**src/rtl/io_uart_tx_pkg.sv**
```systemverilog
// Shared types and 8N1 frame constants for the IO UART transmitter.
// FSM state encoding plus line levels used by io_uart_tx.
package io_uart_tx_pkg;

  typedef enum logic [1:0] {
    IDLE  = 2'd0,
    START = 2'd1,
    DATA  = 2'd2,
    STOP  = 2'd3
  } state_t;

  localparam int DATA_BITS = 8;

  localparam logic START_LVL = 1'b0;
  localparam logic STOP_LVL  = 1'b1;

  localparam logic [2:0] BIT_LAST = 3'(DATA_BITS - 1);

endpackage

```
**src/rtl/io_uart_tx_fifo.sv**
```systemverilog
// Small synchronous FIFO buffering CPU output bytes.
// Push while full is accepted only when a pop happens the same cycle.
module sync_fifo #(
  parameter int WIDTH = 8,
  parameter int DEPTH = 4
) (
  input  logic                   clk,
  input  logic                   reset,
  input  logic                   push,
  input  logic                   pop,
  input  logic [WIDTH-1:0]       data_in,
  output logic [WIDTH-1:0]       data_out,
  output logic                   empty,
  output logic                   full,
  output logic [$clog2(DEPTH):0] count
);

  localparam int AW = $clog2(DEPTH);

  logic [WIDTH-1:0] mem [DEPTH];
  logic [AW-1:0]    wr_ptr;
  logic [AW-1:0]    rd_ptr;
  logic             do_push;
  logic             do_pop;

  assign do_pop   = pop & ~empty;
  assign do_push  = push & (~full | do_pop);
  assign empty    = (count == '0);
  assign full     = (count == (AW + 1)'(DEPTH));
  assign data_out = mem[rd_ptr];

  always_ff @(posedge clk) begin
    if (do_push) begin
      mem[wr_ptr] <= data_in;
    end
  end

  always_ff @(posedge clk) begin
    if (reset) begin
      wr_ptr <= '0;
      rd_ptr <= '0;
      count  <= '0;
    end else begin
      if (do_push) begin
        wr_ptr <= wr_ptr + 1'b1;
      end
      if (do_pop) begin
        rd_ptr <= rd_ptr + 1'b1;
      end
      unique case ({do_push, do_pop})
        2'b10:   count <= count + 1'b1;
        2'b01:   count <= count - 1'b1;
        default: count <= count;
      endcase
    end
  end

endmodule

```
**src/rtl/io_uart_tx.sv**
```systemverilog
// 8N1 serial transmitter fed by CPU IO writes through a small FIFO.
// Frames run back to back while bytes are queued; tx is registered.
import io_uart_tx_pkg::*;

module io_uart_tx #(
  parameter int CLKS_PER_BIT = 434,
  parameter int FIFO_DEPTH   = 4
) (
  input  logic       clk,
  input  logic       reset,
  input  logic [7:0] data_in,
  input  logic       write,
  output logic       tx,
  output logic       busy,
  output logic       full,
  output logic       overflow
);

  localparam int BW = (CLKS_PER_BIT > 1) ? $clog2(CLKS_PER_BIT) : 1;
  localparam logic [BW-1:0] BAUD_MAX = BW'(CLKS_PER_BIT - 1);
  localparam int CW = $clog2(FIFO_DEPTH) + 1;

  state_t                 state;
  logic [BW-1:0]          baud_cnt;
  logic [2:0]             bit_idx;
  logic [DATA_BITS-1:0]   shift;

  logic [DATA_BITS-1:0]   fifo_out;
  logic                   fifo_empty;
  logic                   fifo_full;
  logic [CW-1:0]          fifo_count;
  logic                   at_end;
  logic                   pop;

  assign at_end = (baud_cnt == BAUD_MAX);
  assign pop    = ~fifo_empty &
                  ((state == IDLE) | ((state == STOP) & at_end));

  assign busy = (state != IDLE) | (fifo_count != '0);
  assign full = fifo_full;

  sync_fifo #(
    .WIDTH (DATA_BITS),
    .DEPTH (FIFO_DEPTH)
  ) u_fifo (
    .clk      (clk),
    .reset    (reset),
    .push     (write),
    .pop      (pop),
    .data_in  (data_in),
    .data_out (fifo_out),
    .empty    (fifo_empty),
    .full     (fifo_full),
    .count    (fifo_count)
  );

  always_ff @(posedge clk) begin
    if (reset) begin
      state    <= IDLE;
      tx       <= STOP_LVL;
      baud_cnt <= '0;
      bit_idx  <= '0;
      shift    <= '0;
      overflow <= 1'b0;
    end else begin
      if (write & fifo_full & ~pop) begin
        overflow <= 1'b1;
      end
      unique case (state)
        IDLE: begin
          tx       <= STOP_LVL;
          baud_cnt <= '0;
          if (pop) begin
            shift <= fifo_out;
            tx    <= START_LVL;
            state <= START;
          end
        end
        START: begin
          if (at_end) begin
            baud_cnt <= '0;
            bit_idx  <= '0;
            tx       <= shift[0];
            state    <= DATA;
          end else begin
            baud_cnt <= baud_cnt + 1'b1;
          end
        end
        DATA: begin
          if (at_end) begin
            baud_cnt <= '0;
            if (bit_idx == BIT_LAST) begin
              tx    <= STOP_LVL;
              state <= STOP;
            end else begin
              shift   <= {1'b0, shift[DATA_BITS-1:1]};
              tx      <= shift[1];
              bit_idx <= bit_idx + 1'b1;
            end
          end else begin
            baud_cnt <= baud_cnt + 1'b1;
          end
        end
        STOP: begin
          if (at_end) begin
            baud_cnt <= '0;
            // Next byte starts with no idle gap between frames.
            if (pop) begin
              shift <= fifo_out;
              tx    <= START_LVL;
              state <= START;
            end else begin
              tx    <= STOP_LVL;
              state <= IDLE;
            end
          end else begin
            baud_cnt <= baud_cnt + 1'b1;
          end
        end
        default: begin
          state <= IDLE;
          tx    <= STOP_LVL;
        end
      endcase
    end
  end

endmodule

```
**config.mk**
```make
export PLATFORM = sky130hd
export DESIGN_NAME = io_uart_tx
export DESIGN_NICKNAME = d
export VERILOG_FILES = /design/src/rtl/io_uart_tx_pkg.sv /design/src/rtl/io_uart_tx_fifo.sv /design/src/rtl/io_uart_tx.sv
export SDC_FILE = /design/constraint.sdc
export NUM_CORES = 1
export LEC_CHECK = 0
export CORE_UTILIZATION = 47
export CTS_CLUSTER_DIAMETER = 200
export DETAILED_ROUTE_END_ITERATION = 10
export DONT_BUFFER_PORTS = 1
export PLACE_DENSITY = 0.74
export SLEW_MARGIN = 20
export SYNTH_ARGS = -nofsm -noshare
export SYNTH_HDL_FRONTEND = slang
export SYNTH_HIERARCHICAL = 1
export SYNTH_SLANG_ARGS = --single-unit
```
**constraint.sdc**
```tcl
create_clock -name clk -period 2.97 [get_ports clk]
set_input_delay 0.594 -clock clk [delete_from_list [all_inputs] [get_ports clk]]
set_output_delay 0.594 -clock clk [all_outputs]
set_load 0.05 [all_outputs]
```
==> flow_summary.json, run 1 <==
{
  "status": "finished clean",
  "final.setup.tns_ns": 0,
  "path_max_fanout": 5,
  "grt_setup_unrepaired": "no",
  "clock_insertion_delay_at_the_later_pin_of_the_skew_report_ns": 0.34,
  "final_standard_cell_count_with_taps_included_and_fillers_excluded": 336,
  "pwr-share-comb_pct": 26.7,
  "cts.root.buffer_cell": "sky130_fd_sc_hd__clkbuf_8",
  "hold_viol_final": 0,
  "setup-violations-final": 0,
  "globalRouteOverflowTotal": 0,
  "cap_viol_max_count": 0,
  "total_power_mw": 2.74,
  "worst_hold_path_type": "input pin to flip-flop",
  "yosysWarnings": 6,
  "timing.critical_path.slowest_stage_cell": "sky130_fd_sc_hd__dfxtp_1",
  "drtPass1Iterations": 4,
  "die_outline_width_um": 81.9,
  "drt.antenna.violating_nets": 0,
  "cp.required_ns": 3.20,
  "cp_common_cell": "sky130_fd_sc_hd__nand2b_1",
  "yosys.cell_count.top_type": "sky130_fd_sc_hd__dfxtp_1",
  "largest_net_degree_at_the_start_of_global_routing": 27,
  "finalInstanceArea_um2": 3270,
  "worst-endpoint-arrival_ns": 2.95,
  "synth_cells": 255,
  "cts_repair_resize_count": 0,
  "power.share.switching_pct": 32.5,
  "endpoint_kind": "flip-flop",
  "yosys.area.top_type_share_pct": 32.1,
  "report.final.slew_viol_count": 0,
  "postSynth.topFlopCell": "sky130_fd_sc_hd__dfxtp_1",
  "skew_ns": 0.00630,
  "synth_seq_cells": 65,
  "netlist_cell_types": 51,
  "worst-path-buf-inv": 0,
  "wl_um": 5190,
  "dieArea_um2": 6700,
  "clock_power_share_pct": 29.8,
  "cellLeakagePower_nw": 1.09,
  "fp-row-count": 28,
  "finish.utilization_pct": 54.2,
  "fin_crit_ns": 2.71,
  "antenna-diode-count": 0,
  "timing.setup.critical_path_class": "flip-flop to flip-flop",
  "crit_path_cell_trace": "ha_1 > and4b_4 > a31oi_1 > nor2_1 > o31a_1 > nand2b_1 > fa_1 > nand2b_1 > o31ai_2 > mux2_1",
  "cellPowerDensity_nw_per_um2": 839,
  "seq_area_frac_synth_pct": 54.1,
  "synth_top_cells_by_count": "sky130_fd_sc_hd__dfxtp_1, sky130_fd_sc_hd__edfxtp_1, sky130_fd_sc_hd__nor2_1",
  "dr.first_iter.drc_count": 112,
  "holdWs_ns": 0.314,
  "synth_area_leaders": "sky130_fd_sc_hd__edfxtp_1, sky130_fd_sc_hd__dfxtp_1, sky130_fd_sc_hd__mux4_2, sky130_fd_sc_hd__ha_1, sky130_fd_sc_hd__nor2_1",
  "avgRoutedWirePerCell_um": 15.4,
  "global_route_wire_length_before_repair_um": 8640,
  "num-nets-final": 282,
  "area.growth.synth_to_final_pct": 9.06,
  "clock_tree.buffer_depth": 2,
  "tritoncts": "done",
  "clk_pin_slew_worst_paths_ns": 0.07,
  "routabilityCongestion": 0.757,
  "top_level_ports": 15,
  "worst_ir_drop_vdd_mv": 0.470,
  "cts_buffers": 9,
  "ys_async_sr_fraction_pct": 0,
  "die_h_um": 81.9,
  "postLayoutSetupSlackWorst_ns": 0.257,
  "synthesis.nets": 281,
  "core-area_um2": 6030,
  "postCtsHoldBufs": 0,
  "post-route-period-util_pct": 91.3,
  "post_cts.repair.setup_buffers": 0,
  "grt_usage_pct": 17.9,
  "worst_setup_sp_type": "flip-flop",
  "htreeDepth": 3,
  "number_of_synthesized_flops_with_an_enable_pin": 32,
  "drt_drc_violations_left": 0,
  "synth_area_um2": 3000,
  "power_frac_seq_pct": 43.5,
  "yosys.area.top_type": "sky130_fd_sc_hd__edfxtp_1",
  "placedCellCount": 320,
  "worstMarginPinSlew_ns": 0.901,
  "number_of_antenna_violations_at_the_first_check_in_global_routing": 0,
  "clock_sink_count": 65,
  "share_of_post_route_cells_with_drive_strength_above_1_pct": 13.0,
  "synth.avg_cell_area_um2": 11.8,
  "total_switching_power_mw": 0.890,
  "timing.fmax_mhz": 369,
  "preCtsSetupSlack_ns": 0.267,
  "cpLargestDelayFamily": "simple AND/OR/NAND/NOR gates",
  "routed-via-count": 1892,
  "slew-limit-headroom_pct": 39.6,
  "placement.io_buffers": 0,
  "placed_area_um2": 3050,
  "power.internal_mw": 1.85,
  "vias_in_the_first_global_route": 1867,
  "critical-path-max-stage-delay_ns": 0.39,
  "initial_utilization_pct": 49.7,
  "detail_route.vias_per_cell": 5.63,
  "post-dp-hpwl_um": 3490
}
-- final timing paths --
| kind | start | to | slack (ns) | depth (start not counted) |
|---|---|---|---|---|
| hold reg to reg | shift[1] | shift[1] | 0.46 | 2 |
| hold / removal | reset | state[0] | 0.31 | 1 |
| setup reg to reg | baud_cnt[0] | u_fifo/count[2] | 0.26 | 10 |
| setup / recovery | baud_cnt[0] | u_fifo/count[2] | 0.26 | 10 |
-- layer usage --
layer	part of all wire, %	vias up	GRT usage [%]	wire length, um
li1	-	935	-	-
met1	45	916	20.4	2320
met2	49	31	29.7	2540
met3	4.6	10	6.78	238
met4	1.8	0	8.42	94
met5	0	-	0	0
-- cell type report --
cell class,count,area [um2]
well taps,75,93.8
inverters,18,67.6
clock buffers,9,124
fillers,527,2760
multi-input cells,161,1260
clock inverters,7,93.8
repair buffers,1,7.51
flip-flops and latches,65,1620
-- state kept, by name, summed over array words and instances (netlist names), named ones only --
name	count
overflow	1
u_fifo/wr_ptr	2
shift	8
bit_idx	3
u_fifo/rd_ptr	2
baud_cnt	9
u_fifo/mem	32
u_fifo/count	3
state	2
tx	1
-- layout by cell type, fill, tap and decap left out, drive strengths merged, types with 3 or more instances in the layout --
cell,instances
clkinv,4
nor2,25
nand3,7
o211ai,3
nor2b,4
ha,14
o22ai,6
or3,3
and2,6
nor3,4
xnor2,7
mux4,8
o21ai,8
clkbuf,9
dfxtp,33
xor2,5
edfxtp,32
inv,19
a221oi,8
nand2,10
o31ai,4
a21oi,10
-- cells by family after synthesis --
kind of cell / count (synthesis) / share of synthesized area [%]
flip-flops: 65 / 54.1
AND/OR/NAND/NOR: 75 / 13.8
adder cells (fa/ha/maj): 15 / 6.51
XOR/XNOR: 12 / 3.51
buffers and inverters: 29 / 4.01
multiplexers: 10 / 6.72
AO/OA/AOI/OAI: 49 / 11.3
-- power by group through the flow --
stage / clock [mW] / sequential (mW) / combinational (mW)
floorplan: 0 / 1.16 / 0.638
global placement: 0 / 1.20 / 0.714
detailed placement: 0 / 1.21 / 0.728
CTS: 0.844 / 1.20 / 0.732
global route: 0.875 / 1.21 / 0.813
finish: 0.818 / 1.19 / 0.731
Note: power is estimated with default switching activity, not from simulation.
==> inputs of run 2 (changes only) <==
--- a/config.mk
+++ b/config.mk
@@ -5,11 +5,11 @@
 export SDC_FILE = /design/constraint.sdc
 export NUM_CORES = 1
 export LEC_CHECK = 0
-export CORE_UTILIZATION = 47
+export CORE_UTILIZATION = 56
 export CTS_CLUSTER_DIAMETER = 200
 export DETAILED_ROUTE_END_ITERATION = 10
 export DONT_BUFFER_PORTS = 1
-export PLACE_DENSITY = 0.74
+export PLACE_DENSITY = 0.83
 export SLEW_MARGIN = 20
 export SYNTH_ARGS = -nofsm -noshare
 export SYNTH_HDL_FRONTEND = slang
==> constraint.sdc (replaced) <==
create_clock -name clk -period 2.97 [get_ports clk]
set_input_delay 0.594 -clock clk [delete_from_list [all_inputs] [get_ports clk]]
set_output_delay 0.594 -clock clk [all_outputs]
set_load 0.1 [all_outputs]
==> run 2 against run 1 <==
Net effect: cell area is essentially flat; largest power group unchanged; die area decreased by 16%; highest routed layer unchanged; core utilization up 9.3 points; critical endpoint is now busy.
==> flow_summary.json, run 2 (synthesized netlist as in run 1, its figures left out) <==
{
  "antenna-diode-count": 0,
  "cellPowerDensity_nw_per_um2": 853,
  "skew_ns": 0.00708,
  "clk_pin_slew_worst_paths_ns": 0.08,
  "slew-limit-headroom_pct": 35.5,
  "fp-row-count": 26,
  "grt_usage_pct": 20.7,
  "placed_area_um2": 3060,
  "post-route-period-util_pct": 89.3,
  "preCtsSetupSlack_ns": 0.201,
  "cellLeakagePower_nw": 1.09,
  "n_fill_cell": 409,
  "finalInstanceArea_um2": 3270,
  "largest_register_ff_count": 32,
  "grt_setup_unrepaired": "no",
  "layout_top_registers": "u_fifo/mem x32, baud_cnt x9, shift x8",
  "clock_insertion_delay_at_the_later_pin_of_the_skew_report_ns": 0.34,
  "fin_crit_ns": 2.65,
  "routabilityCongestion": 0.817,
  "postLayoutSetupSlackWorst_ns": 0.318,
  "worst-endpoint-arrival_ns": 2.06,
  "die_h_um": 75.2,
  "worst_ir_drop_vdd_mv": 0.554,
  "timing.fmax_mhz": 377,
  "htreeDepth": 3,
  "endpoint_kind": "primary output",
  "mostFrequentLayoutCell": "sky130_fd_sc_hd__dfxtp_1",
  "path_max_fanout": 6,
  "cts_buffers": 9,
  "detail_route.vias_per_cell": 5.70,
  "post-dp-hpwl_um": 3510,
  "drt.antenna.violating_nets": 0,
  "global_route_wire_length_before_repair_um": 8380,
  "critical-path-max-stage-delay_ns": 0.94,
  "routed-via-count": 1898,
  "tritoncts": "done",
  "wl_um": 5250,
  "most_used_cells_in_the_layout_excluding_fill_and_tap_cells": "sky130_fd_sc_hd__dfxtp_1, sky130_fd_sc_hd__edfxtp_1, sky130_fd_sc_hd__nor2_1",
  "number_of_antenna_violations_at_the_first_check_in_global_routing": 0,
  "cp.required_ns": 2.38,
  "worst-path-buf-inv": 1,
  "worstMarginPinSlew_ns": 0.966,
  "regMostFlops": "u_fifo/mem",
  "cts.root.buffer_cell": "sky130_fd_sc_hd__clkbuf_8",
  "postCtsHoldBufs": 0,
  "share_of_post_route_cells_with_drive_strength_above_1_pct": 14.4,
  "clock_tree.buffer_depth": 2,
  "die_outline_width_um": 75.2,
  "largest_net_degree_at_the_start_of_global_routing": 27,
  "initial_utilization_pct": 58.3,
  "worst_hold_path_type": "input pin to flip-flop",
  "num-nets-final": 284,
  "final.setup.tns_ns": 0,
  "area.growth.synth_to_final_pct": 8.98,
  "placement.io_buffers": 0,
  "dieArea_um2": 5650,
  "cpLargestDelayFamily": "simple AND/OR/NAND/NOR gates",
  "cts_repair_resize_count": 0,
  "report.final.slew_viol_count": 0,
  "dr.first_iter.drc_count": 85,
  "total_power_mw": 2.79,
  "timing.critical_path.slowest_stage_cell": "sky130_fd_sc_hd__or4b_2",
  "crit_path_cell_trace": "inv_1 > ha_1 > or4b_2",
  "worst_setup_sp_type": "flip-flop",
  "top_level_ports": 15,
  "cap_viol_max_count": 0,
  "hold_viol_final": 0,
  "timing.setup.critical_path_class": "flip-flop to primary output",
  "globalRouteOverflowTotal": 0,
  "status": "finished clean",
  "drt_drc_violations_left": 0,
  "core-area_um2": 5140,
  "vias_in_the_first_global_route": 1824,
  "avgRoutedWirePerCell_um": 15.8,
  "setup-violations-final": 0,
  "drtPass1Iterations": 5,
  "clock_sink_count": 65
}
run 2: changes by cell type in the layout (fill, tap and decap cells not counted):
cell | previous run | this run
sky130_fd_sc_hd__nor3_2 | 1 | 0
sky130_fd_sc_hd__clkinv_4 | 2 | 0
sky130_fd_sc_hd__inv_6 | 1 | 3
sky130_fd_sc_hd__nor3_4 | 0 | 1
sky130_fd_sc_hd__buf_4 | 1 | 3
sky130_fd_sc_hd__clkinvlp_4 | 0 | 2
sky130_fd_sc_hd__bufinv_16 | 2 | 1
sky130_fd_sc_hd__clkinv_1 | 2 | 0
sky130_fd_sc_hd__clkinv_2 | 0 | 1
run 2: metal layers:
metal	up-vias	global-route usage [%]	wire, um	part of all wire [%]
li1	937	-	-	-
met1	919	25.4	2310	44
met2	36	33.7	2670	51
met3	6	8.17	217	4.1
met4	0	6.79	54	1.0
met5	-	0	0	0
run 2: cell type report:
class                      instances  area, um2  share of cell area [%]
timing repair buffer               3       22.5                   0.690
sequential                        65       1620                    49.7
clock inverter                     7       76.3                    2.34
clock buffer                       9        124                    3.79
inverter                          18       67.6                    2.07
multi-input combinational        161       1270                    38.8
tap                               70       87.6                    2.68
run 2: what timing repair did:
item	CTS	global route
setup endpoints to repair	0	1
hold endpoints to repair	0	0
buffers inserted	0	1
run 2: path summary, 6_finish.rpt:
kind / from / cells past startpoint / end / slack (ns)
max: state[0] / 3 / busy / 0.32
min reg2reg: shift[0] / 2 / shift[0] / 0.46
min: reset / 1 / shift[7] / 0.31
max reg2reg: baud_cnt[0] / 10 / u_fifo/count[2] / 0.33
run 2: power breakdown:
part	switching (mW)	internal (mW)	total, mW
Combinational	0.494	0.315	0.809
Sequential	0.144	1.07	1.22
Clock	0.365	0.394	0.760
Total	1.00	1.78	2.79
run 2: through the flow:
step / std cells / util, % / hold slack, ns
after global routing: 333 / 63.5 / 0.290
after global placement: 316 / 59.5 / 0.444
after detailed placement: 316 / 59.5 / 0.448
after floorplan: 255 / - / 0.441
final: 333 / 63.5 / 0.314
after CTS: 332 / 63.4 / 0.295
==> inputs of run 3 (changes only) <==
--- a/config.mk
+++ b/config.mk
@@ -13,5 +13,4 @@
 export SLEW_MARGIN = 20
 export SYNTH_ARGS = -nofsm -noshare
 export SYNTH_HDL_FRONTEND = slang
-export SYNTH_HIERARCHICAL = 1
 export SYNTH_SLANG_ARGS = --single-unit
==> run 3 against run 2 <==
Net effect: synthesized cell count down 7.1%; highest routed layer unchanged; global-route usage up 0.75 points; critical path depth up 6; non-clock buffer count up 1; hold slack worse by 0.012 ns; critical endpoint is now u_fifo.count[2]; largest cell class unchanged.
==> flow_summary.json, run 3 <==
{
  "cellLeakagePower_nw": 1.16,
  "regToRegSetupSlack_ns": 0.42,
  "worstHoldEndpoint": "bit_idx[0]",
  "clk_pin_slew_worst_paths_ns": 0.08,
  "timing.fmax_mhz": 393,
  "preCtsSetupSlack_ns": 0.456,
  "htreeDepth": 3,
  "synth_area_um2": 2960,
  "yosysWarnings": 0,
  "clock_insertion_delay_at_the_later_pin_of_the_skew_report_ns": 0.35,
  "share_of_post_route_cells_with_drive_strength_above_1_pct": 16.5,
  "initial_utilization_pct": 58.0,
  "worst_setup_sp_type": "flip-flop",
  "cellPowerDensity_nw_per_um2": 983,
  "hold-path-cell-count": 1,
  "synth_top_cells_by_count": "sky130_fd_sc_hd__dfxtp_1, sky130_fd_sc_hd__edfxtp_1, sky130_fd_sc_hd__nor2_1",
  "synth_area_leaders": "sky130_fd_sc_hd__edfxtp_1, sky130_fd_sc_hd__dfxtp_1, sky130_fd_sc_hd__mux4_2, sky130_fd_sc_hd__ha_1, sky130_fd_sc_hd__mux2i_1",
  "yosys.area.top_type_share_pct": 32.4,
  "dieArea_um2": 5590,
  "regToRegEndpoint": "u_fifo.count[2]",
  "post_cts.repair.setup_buffers": 0,
  "synth_cells": 237,
  "largest_register_ff_count": 32,
  "hold_start": "reset",
  "top_level_ports": 15,
  "endpoint_kind": "flip-flop",
  "skew_ns": 0.0107,
  "worst_hold_path_type": "input pin to flip-flop",
  "grt_usage_pct": 21.4,
  "layout_top_registers": "u_fifo.mem x32, baud_cnt x9, shift x8",
  "cp.required_ns": 3.26,
  "post-route-period-util_pct": 85.7,
  "post-dp-hpwl_um": 3340,
  "worst_reg2reg_path_startpoint": "state[0]",
  "final.setup.tns_ns": 0,
  "placed_area_um2": 3050,
  "ys_async_sr_fraction_pct": 0,
  "yosys.cell_count.top_type": "sky130_fd_sc_hd__dfxtp_1",
  "clock_sink_count": 65,
  "slew-limit-headroom_pct": 33.9,
  "yosys.area.top_type": "sky130_fd_sc_hd__edfxtp_1",
  "cts_repair_resize_count": 0,
  "timing.setup.critical_path_class": "flip-flop to flip-flop",
  "grt_setup_unrepaired": "no",
  "largest_net_degree_at_the_start_of_global_routing": 25,
  "synthesis.nets": 263,
  "die_h_um": 74.8,
  "drt.antenna.violating_nets": 0,
  "drtPass1Iterations": 4,
  "cts.root.buffer_cell": "sky130_fd_sc_hd__clkbuf_8",
  "avgRoutedWirePerCell_um": 16.2,
  "synth_seq_cells": 65,
  "core-area_um2": 5110,
  "number_of_antenna_violations_at_the_first_check_in_global_routing": 0,
  "worst_ir_drop_vdd_mv": 0.535,
  "detail_route.vias_per_cell": 5.66,
  "postSynth.topFlopCell": "sky130_fd_sc_hd__dfxtp_1",
  "number_of_synthesized_flops_with_an_enable_pin": 32,
  "most_used_cells_in_the_layout_excluding_fill_and_tap_cells": "sky130_fd_sc_hd__dfxtp_1, sky130_fd_sc_hd__edfxtp_1, sky130_fd_sc_hd__nor2_1",
  "placement.io_buffers": 0,
  "postCtsHoldBufs": 0,
  "holdWs_ns": 0.303,
  "worst-endpoint-arrival_ns": 2.83,
  "path_max_fanout": 7,
  "finalInstanceArea_um2": 3260,
  "cts_buffers": 9,
  "routabilityCongestion": 0.744,
  "tritoncts": "done",
  "netlist_cell_types": 50,
  "setup-violations-final": 0,
  "hold_viol_final": 0,
  "worstMarginPinSlew_ns": 0.990,
  "vias_in_the_first_global_route": 1755,
  "num-nets-final": 270,
  "postLayoutSetupSlackWorst_ns": 0.425,
  "mostFrequentLayoutCell": "sky130_fd_sc_hd__dfxtp_1",
  "worst-r2r-cell-count": 9,
  "drt_drc_violations_left": 0,
  "status": "finished clean",
  "area.growth.synth_to_final_pct": 9.96,
  "globalRouteOverflowTotal": 0,
  "global_route_wire_length_before_repair_um": 8400,
  "synth.avg_cell_area_um2": 12.5,
  "report.final.slew_viol_count": 0,
  "fp-row-count": 26,
  "die_outline_width_um": 74.8,
  "cp-startpoint": "state[0]",
  "fin_crit_ns": 2.55,
  "dr.first_iter.drc_count": 130,
  "antenna-diode-count": 0,
  "regMostFlops": "u_fifo.mem",
  "routed-via-count": 1804,
  "finish.utilization_pct": 63.8,
  "cap_viol_max_count": 0,
  "wl_um": 5160,
  "clock_tree.buffer_depth": 2,
  "seq_area_frac_synth_pct": 54.7
}
==> run 3: cell count changes after synthesis, sizes merged, moves of 4 or more <==
cell / change
o22ai: -5
nand2: -5
o21ai: +4
a221oi: -8
inv: -9
or3: +6
buf: -5
mux2i: +9
==> run 3: how the worst max path moves through the flow <==
stage	end	slack, ns	cells past startpoint
6_report	u_fifo.count[2]	0.42	9
4_1_cts	u_fifo.count[2]	0.40	9
2_1_floorplan	u_fifo.mem[0][0]	0.40	4
5_1_grt	u_fifo.count[2]	0.22	9
3_3_place_gp	u_fifo.count[2]	0.56	9
3_5_place_dp	u_fifo.count[2]	0.46	9
==> run 3: layout make-up <==
| type | instances | area (um2) |
|---|---|---|
| Clock inverter | 7 | 81.3 |
| Inverter | 9 | 33.8 |
| Tap cell | 70 | 87.6 |
| Clock buffer | 9 | 124 |
| Fill cell | 360 | 1850 |
| Sequential cell | 65 | 1620 |
| Multi-Input combinational cell | 155 | 1280 |
| Timing Repair Buffer | 4 | 30.0 |
==> run 3: power by group <==
part | switching, mW | internal, mW
logic | 0.645 | 0.494
registers | 0.184 | 1.09
clock network | 0.387 | 0.402
total | 1.22 | 1.99
==> run 3: per-stage QoR <==
stage	power (mW)	cells
6_report	3.20	319
5_1_grt	3.37	319
4_1_cts	3.21	319
3_5_place_dp	2.42	303
3_3_place_gp	2.39	303
2_1_floorplan	2.20	237
==> run 3: critical path, cell delays in order (launching register included) <==
cell and delay [ns]:
sky130_fd_sc_hd__dfxtp_1 0.41, sky130_fd_sc_hd__ha_1 0.32, sky130_fd_sc_hd__o31ai_1 0.15, sky130_fd_sc_hd__o32ai_4 0.22, sky130_fd_sc_hd__or2b_1 0.26, sky130_fd_sc_hd__fa_1 0.38
sky130_fd_sc_hd__nor4b_1 0.31, sky130_fd_sc_hd__a32oi_1 0.12, sky130_fd_sc_hd__a21o_1 0.20, sky130_fd_sc_hd__a21oi_1 0.10
==> run 3: cells by family after synthesis <==
group | Yosys count | synth area share (%)
simple gates | 70 | 14.5
flops | 65 | 54.7
compound gates | 41 | 8.99
mux | 19 | 9.84
buf+inv | 17 | 2.45
fa+ha+maj | 15 | 6.59
xor+xnor | 10 | 2.96
==> run 3: per-layer routing <==
| layer | up-vias | share of wire [%] | track usage (%) |
|---|---|---|---|
| met1 | 874 | 44 | 28.1 |
| met5 | - | 0 | 0 |
| met2 | 35 | 48 | 31.5 |
| li1 | 883 | - | - |
| met4 | 0 | 2.3 | 11.9 |
| met3 | 12 | 5.4 | 7.10 |
